### src/rtl/sort_frame_streamer.sv
// Output-side unpacker for the sort network: ping-pong buffers two packed frames
// and streams their elements one per beat, checking ascending order within a frame.
module sort_frame_streamer #(
    parameter  int unsigned W     = 3,
    parameter  int unsigned N     = 8,
    parameter  int unsigned CNT_W = 8,
    localparam int unsigned IW    = $clog2(N)
) (
    input  logic             clk,
    input  logic             reset,
    input  logic [W*N-1:0]   in_frame,
    input  logic             in_valid,
    output logic             in_ready,
    output logic [W-1:0]     out_data,
    output logic [IW-1:0]    out_index,
    output logic             out_last,
    output logic             out_err,
    output logic             out_valid,
    input  logic             out_ready,
    output logic [CNT_W-1:0] frames_done,
    output logic [CNT_W-1:0] err_count
);

    localparam int unsigned FW = W * N;

    logic [FW-1:0] slot0;
    logic [FW-1:0] slot1;
    logic          wr_ptr;
    logic          rd_ptr;
    logic [1:0]    occ;
    logic [IW-1:0] idx;
    logic [W-1:0]  prev;

    logic [FW-1:0] rd_frame;
    logic [FW-1:0] shifted;
    logic [W-1:0]  elem;
    logic          push;
    logic          beat;
    logic          pop;

    // Element select: shift the addressed element up into the MSBs.
    always_comb begin
        rd_frame  = rd_ptr ? slot1 : slot0;
        shifted   = rd_frame << (W * idx);
        elem      = shifted[FW-1 -: W];
        out_valid = (occ != 2'd0);
        in_ready  = (occ != 2'd2);
        out_data  = out_valid ? elem : '0;
        out_index = out_valid ? idx : '0;
        out_last  = out_valid && (idx == IW'(N - 1));
        out_err   = out_valid && (idx != '0) && (elem < prev);
        push      = in_valid && in_ready;
        beat      = out_valid && out_ready;
        pop       = beat && out_last;
    end

    always_ff @(posedge clk) begin
        if (reset) begin
            slot0       <= '0;
            slot1       <= '0;
            wr_ptr      <= 1'b0;
            rd_ptr      <= 1'b0;
            occ         <= 2'd0;
            idx         <= '0;
            prev        <= '0;
            frames_done <= '0;
            err_count   <= '0;
        end else begin
            if (push) begin
                if (wr_ptr) begin
                    slot1 <= in_frame;
                end else begin
                    slot0 <= in_frame;
                end
                wr_ptr <= ~wr_ptr;
            end

            // prev restarts at zero with every frame so element 0 never flags.
            if (beat) begin
                if (pop) begin
                    idx         <= '0;
                    prev        <= '0;
                    rd_ptr      <= ~rd_ptr;
                    frames_done <= frames_done + CNT_W'(1);
                end else begin
                    idx  <= idx + IW'(1);
                    prev <= out_data;
                end
            end

            if (beat && out_err && (err_count != '1)) begin
                err_count <= err_count + CNT_W'(1);
            end

            case ({push, pop})
                2'b10:   occ <= occ + 2'd1;
                2'b01:   occ <= occ - 2'd1;
                default: occ <= occ;
            endcase
        end
    end

endmodule

### config.mk
export PLATFORM = sky130hd
export DESIGN_NAME = sort_frame_streamer
export DESIGN_NICKNAME = d
export VERILOG_FILES = /design/src/rtl/sort_frame_streamer.sv
export SDC_FILE = /design/constraint.sdc
export NUM_CORES = 1
export LEC_CHECK = 0
export ABC_AREA = 1
export BUFFER_PORTS_ARGS = -buffer_cell sky130_fd_sc_hd__buf_2
export CAP_MARGIN = 30
export CORE_UTILIZATION = 35
export CTS_BUF_LIST = sky130_fd_sc_hd__clkbuf_8
export DETAILED_ROUTE_END_ITERATION = 12
export PLACE_DENSITY_LB_ADDON = 0.15
export SKIP_LAST_GASP = 1
export SLEW_MARGIN = 30
export SYNTH_ARGS = -nofsm -noshare
export SYNTH_HDL_FRONTEND = slang
export SYNTH_SLANG_ARGS = --single-unit
export TNS_END_PERCENT = 5
### constraint.sdc
create_clock -name clk -period 4.45 [get_ports clk]
set_input_delay 0.89 -clock clk [delete_from_list [all_inputs] [get_ports clk]]
set_output_delay 0.89 -clock clk [all_outputs]
set_load 0.1 [all_outputs]
# Word level (Yosys, flattened, before mapping)
# Cells that the tools add are included.
dict set report classes {
  addsub 5
  n_mul 1
  magnitude_cmp 1
  n_eq_ne 5
  n_shift 1
  n_mux 6
  bitwise_logic 2
  reduce_logical 14
}
# cell count
set op_table {}
lappend op_table {{two-way mux 24 bit} 1}
lappend op_table {{left shift 24 x 5 -> 24 bit} 1}
lappend op_table {{adder 8 x 1 -> 8 bit, second input constant} 2}
lappend op_table {{two-way mux 3 bit} 4}
lappend op_table {{logical AND 1 bit} 8}
lappend op_table {{inequality test 8 bit, second input constant} 1}
lappend op_table {{AND reduction 2 bit} 3}
lappend op_table {{multiplier 2 x 3 -> 5 bit, first input constant} 1}
lappend op_table {{case mux 2 bit (2 select lines)} 1}
lappend op_table {{nonzero test 2 bit} 2}
lappend op_table {{adder 3 x 1 -> 3 bit, second input constant} 1}
lappend op_table {{equality test 3 bit, second input constant} 1}
lappend op_table {{< comparator 3 bit} 1}
lappend op_table {{nonzero test 3 bit} 1}
lappend op_table {{adder 2 x 1 -> 2 bit, second input constant} 1}
lappend op_table {{equality test 2 x 1 -> 1 bit, second input constant} 1}
lappend op_table {{equality test 2 bit, second input constant} 1}
lappend op_table {{inequality test 2 bit, second input constant} 1}
lappend op_table {{NOT 1 bit} 2}
lappend op_table {{subtractor 2 x 1 -> 2 bit, second input constant} 1}
dict set report totals {
  register_bits 74
  in_bits 28
  output_inout_bits 26
  elab_cells 44
}

# Longest topological paths before layout
dict set report depth {
  word_depth 6
  depth_mapped 23
  mapped_depth_nobuf 20
}

# Worst setup path after synthesis
# No wires, ideal clock.
dict set report synth_timing {
  kind {register to output}
  startpoint {register idx[0]}
  endpoint {output port out_err}
  t_arrival_ps 4885
  required_ps 3560
  setup_slack_ps -1325
  path_stages_with_launch 20
  path_buffers 4
  cell_sequence {dfxtp_1 inv_1 buf_4 buf_4 ha_1 buf_2 nand2_1 inv_1 a22o_1 o21ai_0 nand2_1 nand2_1 nand2_1 nand2_1 nand2_1 ha_1 a21oi_1 and3_1 clkbuf_1 a21boi_0}
}
dict set report synth_via {
  elab_chain_len 4
}
# element line
set synth_rtl {}
lappend synth_rtl {{from (decl)} 31} ;# logic [IW-1:0] idx;
lappend synth_rtl {{from (signal assigned)} 86} ;# idx <= idx + IW'(1);
lappend synth_rtl {{multiplier 2 x 3 -> 5 bit} 44} ;# shifted = rd_frame << (W * idx);
lappend synth_rtl {{left shift 24 x 5 -> 24 bit} 44}
lappend synth_rtl {{< comparator 3 bit} 51} ;# out_err = out_valid && (idx != '0) && (elem < prev);
lappend synth_rtl {{logical AND 1 bit (*)} 51}
lappend synth_rtl {{to (decl)} 17} ;# output logic out_err,
# Every way passes the cells marked *; elsewhere a longest branch is shown, timed or not.

# Final worst setup path
dict set report layout_timing {
  startpoint {register idx[1]}
  endpoint {output port out_err}
}
# Same word-level chain as after synthesis.

==> flow_summary.toml <==
[global_route]
grt_max_degree = 50
grt_pass1_vias = 3424
antenna_found_initial = 0
grt_pass1_wl_mm = 16.97
grt-ovfl-total = 0
track_usage = 0.1850

[worst_setup_path]
slowest_delay_ns = 0.67
crit_path_max_fanout = 9
cp_slowest_cell = "fa_2"
cp-end-kind = "output port"
cp_data_arrival_time_ns = 3.35
path_cells = "ha_1 > inv_1 > fa_2 > nor2_1 > inv_1 > o21ai_0 > o21ai_1 > nand2_1 > ha_1 > a21oi_1 > and3_1 > a21boi_4 > buf_12"
start_kind = "flip-flop"
worstPathRequired_ns = 3.56
path_class = "reg -> out"

[cells_and_area]
fill_cells = 1186
finalNonFillerCells = 792
area_delta_synth_final_pct = 15.25
drive_above_1_share = 0.1641
n_antenna_cell = 0
postLayoutCoreUtil = 0.4208
final_nets = 685

[yosys]
syn_avg_cell_area_um2 = 6.702
yosys-top-cells-area = "dfxtp_1 37%, nand2_1 11%, o21ai_0 8.3%, nor2_1 7.5%, nand3_1 6.8%"
synth-seq-cells = 74
yosysMostFrequentCell = "nand2_1"
synth_nets = 639
synth_seq_area_share = 0.3678
synthesis.area_um2 = 4028
synthCells = 601
synth_edf_count = 0
ys_warn_count = 0
synth_ff_type = "dfxtp_1"
yosysUniqueCellTypes = 38
yosys.area.top_type = "dfxtp_1"
synth_top_area_frac = 0.3678
synthArstFlopShare = 0
synth_commonest_cells = "115 x nand2_1, 80 x nor2_1, 74 x dfxtp_1, 68 x inv_1, 67 x o21ai_0"

[route]
vias = 3860
drcViolationCount = 0
drtIter0Drc = 153
wl_mm = 10.34
wl_per_cell_um = 13.05
via_per_inst = 4.874
detail-route-antenna-nets = 0
drtPass1Iterations = 4

[die]
ioPinCount = 54
initial_core_util = 0.3651
die_y_um = 109.3
rows = 38
core-area_um2 = 11030
die_w_um = 109.3
dieArea_um2 = 11940

[clock_network]
numClockSinks = 74
hold_buffers = 0
cts_tree = "built"
clk_latency_ns = 0.36
clock_path_buffers = 2
ctsHtreeMaxLevel = 3
clkTransAtPathRegs_ns = 0.08
cts_buffers = 9
root_buffer = "clkbuf_8"

[placed_design]
hpwl_mm = 7.482
placed_cells = 774
place_congestion = 0.8624
preCtsSetupSlack_ns = 0.3548
portBuffers = 53

[timing]
period_minus_slack_ns = 4.241
finClkSkew_ns = 0.009447
finalHoldWorstSlack_ns = 0.4445
finalSetupViolations = 0
slew_viol_final = 0
post-route-period-util = 0.9530
hold_viol_final = 0
fin_tns_setup_ns = 0
rsz0062_at_grt = "false"
layout_setup_ws_ns = 0.2090
clock.fmax_mhz = 235.8
relSlewSlack = 0.4083
timing_worst_slew_pin_value_ns = 0.8866

[power_and_ir_drop]
power.switching_mw = 0.5191
power.clock.fraction = 0.344
pwr-share-seq = 0.448
power_density_nw_per_um2 = 348.4
swShare = 0.3210
p_leak_nw = 2.084
ir_drop_v = 0.0002454
power_frac_comb = 0.208
intPower_mw = 1.098

[min_path]
hp-class = "reg -> reg"

[outcome]
outcome = "finished, final reports clean"

[flow_run]
maxCapViolCount = 0
==> power groups by stage <==
stage	Clock [mW]	Combinational (mW)	Sequential, mW
after CTS	0.574	0.333	0.724
after global routing	0.599	0.377	0.730
after detailed placement	0	0.331	0.740
after global placement	0	0.331	0.739
final	0.556	0.336	0.725
after floorplan	0	0.251	0.736
==> cells by family (layout without fill, tap and decap cells) <==
| kind of cell | count (synthesis) | count (layout) | synth area share |
|---|---|---|---|
| xor gates and xnor gates | 2 | 2 | 0.004350 |
| AOI/OAI and AO/OA | 128 | 128 | 0.1681 |
| adders and majority gates | 10 | 10 | 0.03293 |
| and+or+nand+nor | 288 | 288 | 0.3181 |
| DFF | 74 | 74 | 0.3678 |
| buffers and inverters | 99 | 150 | 0.1087 |
==> flip-flops by register name, indices dropped and copies added (netlist names) <==
signal / cells
idx: 3
wr_ptr: 1
rd_ptr: 1
prev: 3
err_count: 8
slot1: 24
occ: 2
slot0: 24
frames_done: 8
==> timing repair <==
action | CTS | global route
resized for setup | 1 | 7
pin swaps | 0 | 1
setup buffers | 0 | 2
setup endpoints to repair | 1 | 1
==> path summary, 6_finish.rpt <==
| kind | endpoint | slack [ns] | startpoint | cells past startpoint |
|---|---|---|---|---|
| hold reg to reg | slot0[7] | 0.44 | slot0[7] | 2 |
| setup / recovery | out_err | 0.21 | idx[1] | 13 |
| setup reg to reg | err_count[2] | 1.23 | idx[1] | 15 |
| hold / removal | slot0[7] | 0.44 | slot0[7] | 2 |
==> cell usage in the layout (no fill, tap or decap), drive strengths merged <==
| cell type | count |
|---|---|
| dfxtp | 74 |
| a21oi | 47 |
| nand3 | 60 |
| and3 | 3 |
| ha | 9 |
| clkbuf | 11 |
| xor2 | 1 |
| xnor2 | 1 |
| nor3b | 1 |
| o21bai | 3 |
| nand4 | 8 |
| a21boi | 1 |
| buf | 64 |
| nor3 | 7 |
| nor2 | 82 |
| bufinv | 1 |
| and2 | 3 |
| o2111ai | 2 |
| nand2 | 124 |
| a22o | 1 |
| a211oi | 1 |
| o21ai | 71 |
| inv | 70 |
| fa | 1 |
| o211ai | 2 |
| clkinvlp | 4 |
==> final cells by class <==
class / count / area (µm²) / area share
tap: 140 / 175.2 / 0.03774
clock buffer: 11 / 151.4 / 0.03261
timing repair buffer: 64 / 375.4 / 0.08086
inverter: 70 / 271.5 / 0.05849
sequential: 74 / 1483 / 0.3194
clock inverter: 5 / 61.31 / 0.01321
multi-input combinational: 428 / 2125 / 0.4577
==> through the flow <==
stage	total power, mW	cell area, µm²
floorplan	0.9869	4039
global placement	1.070	4392
detailed placement	1.071	4392
CTS	1.631	4607
global route	1.706	4642
finish	1.617	4642
==> layer usage <==
layer  GRT usage  routed length (µm)  vias up
met5           0                   0        -
met3     0.04363                 394        9
li1            -                   -     2038
met1      0.2561                5315     1755
met4     0.05714                 121        0
met2      0.2830                4504       58
==> critical path: cells and delay by family, from the launching register on <==
kind            cells  cell delay, ns
flops               1            0.39
buf+inv             3            0.37
simple gates        3            0.42
compound gates      4            0.65
fa+ha+maj           3            1.18
No activity file was read; power rests on OpenSTA's default activity.
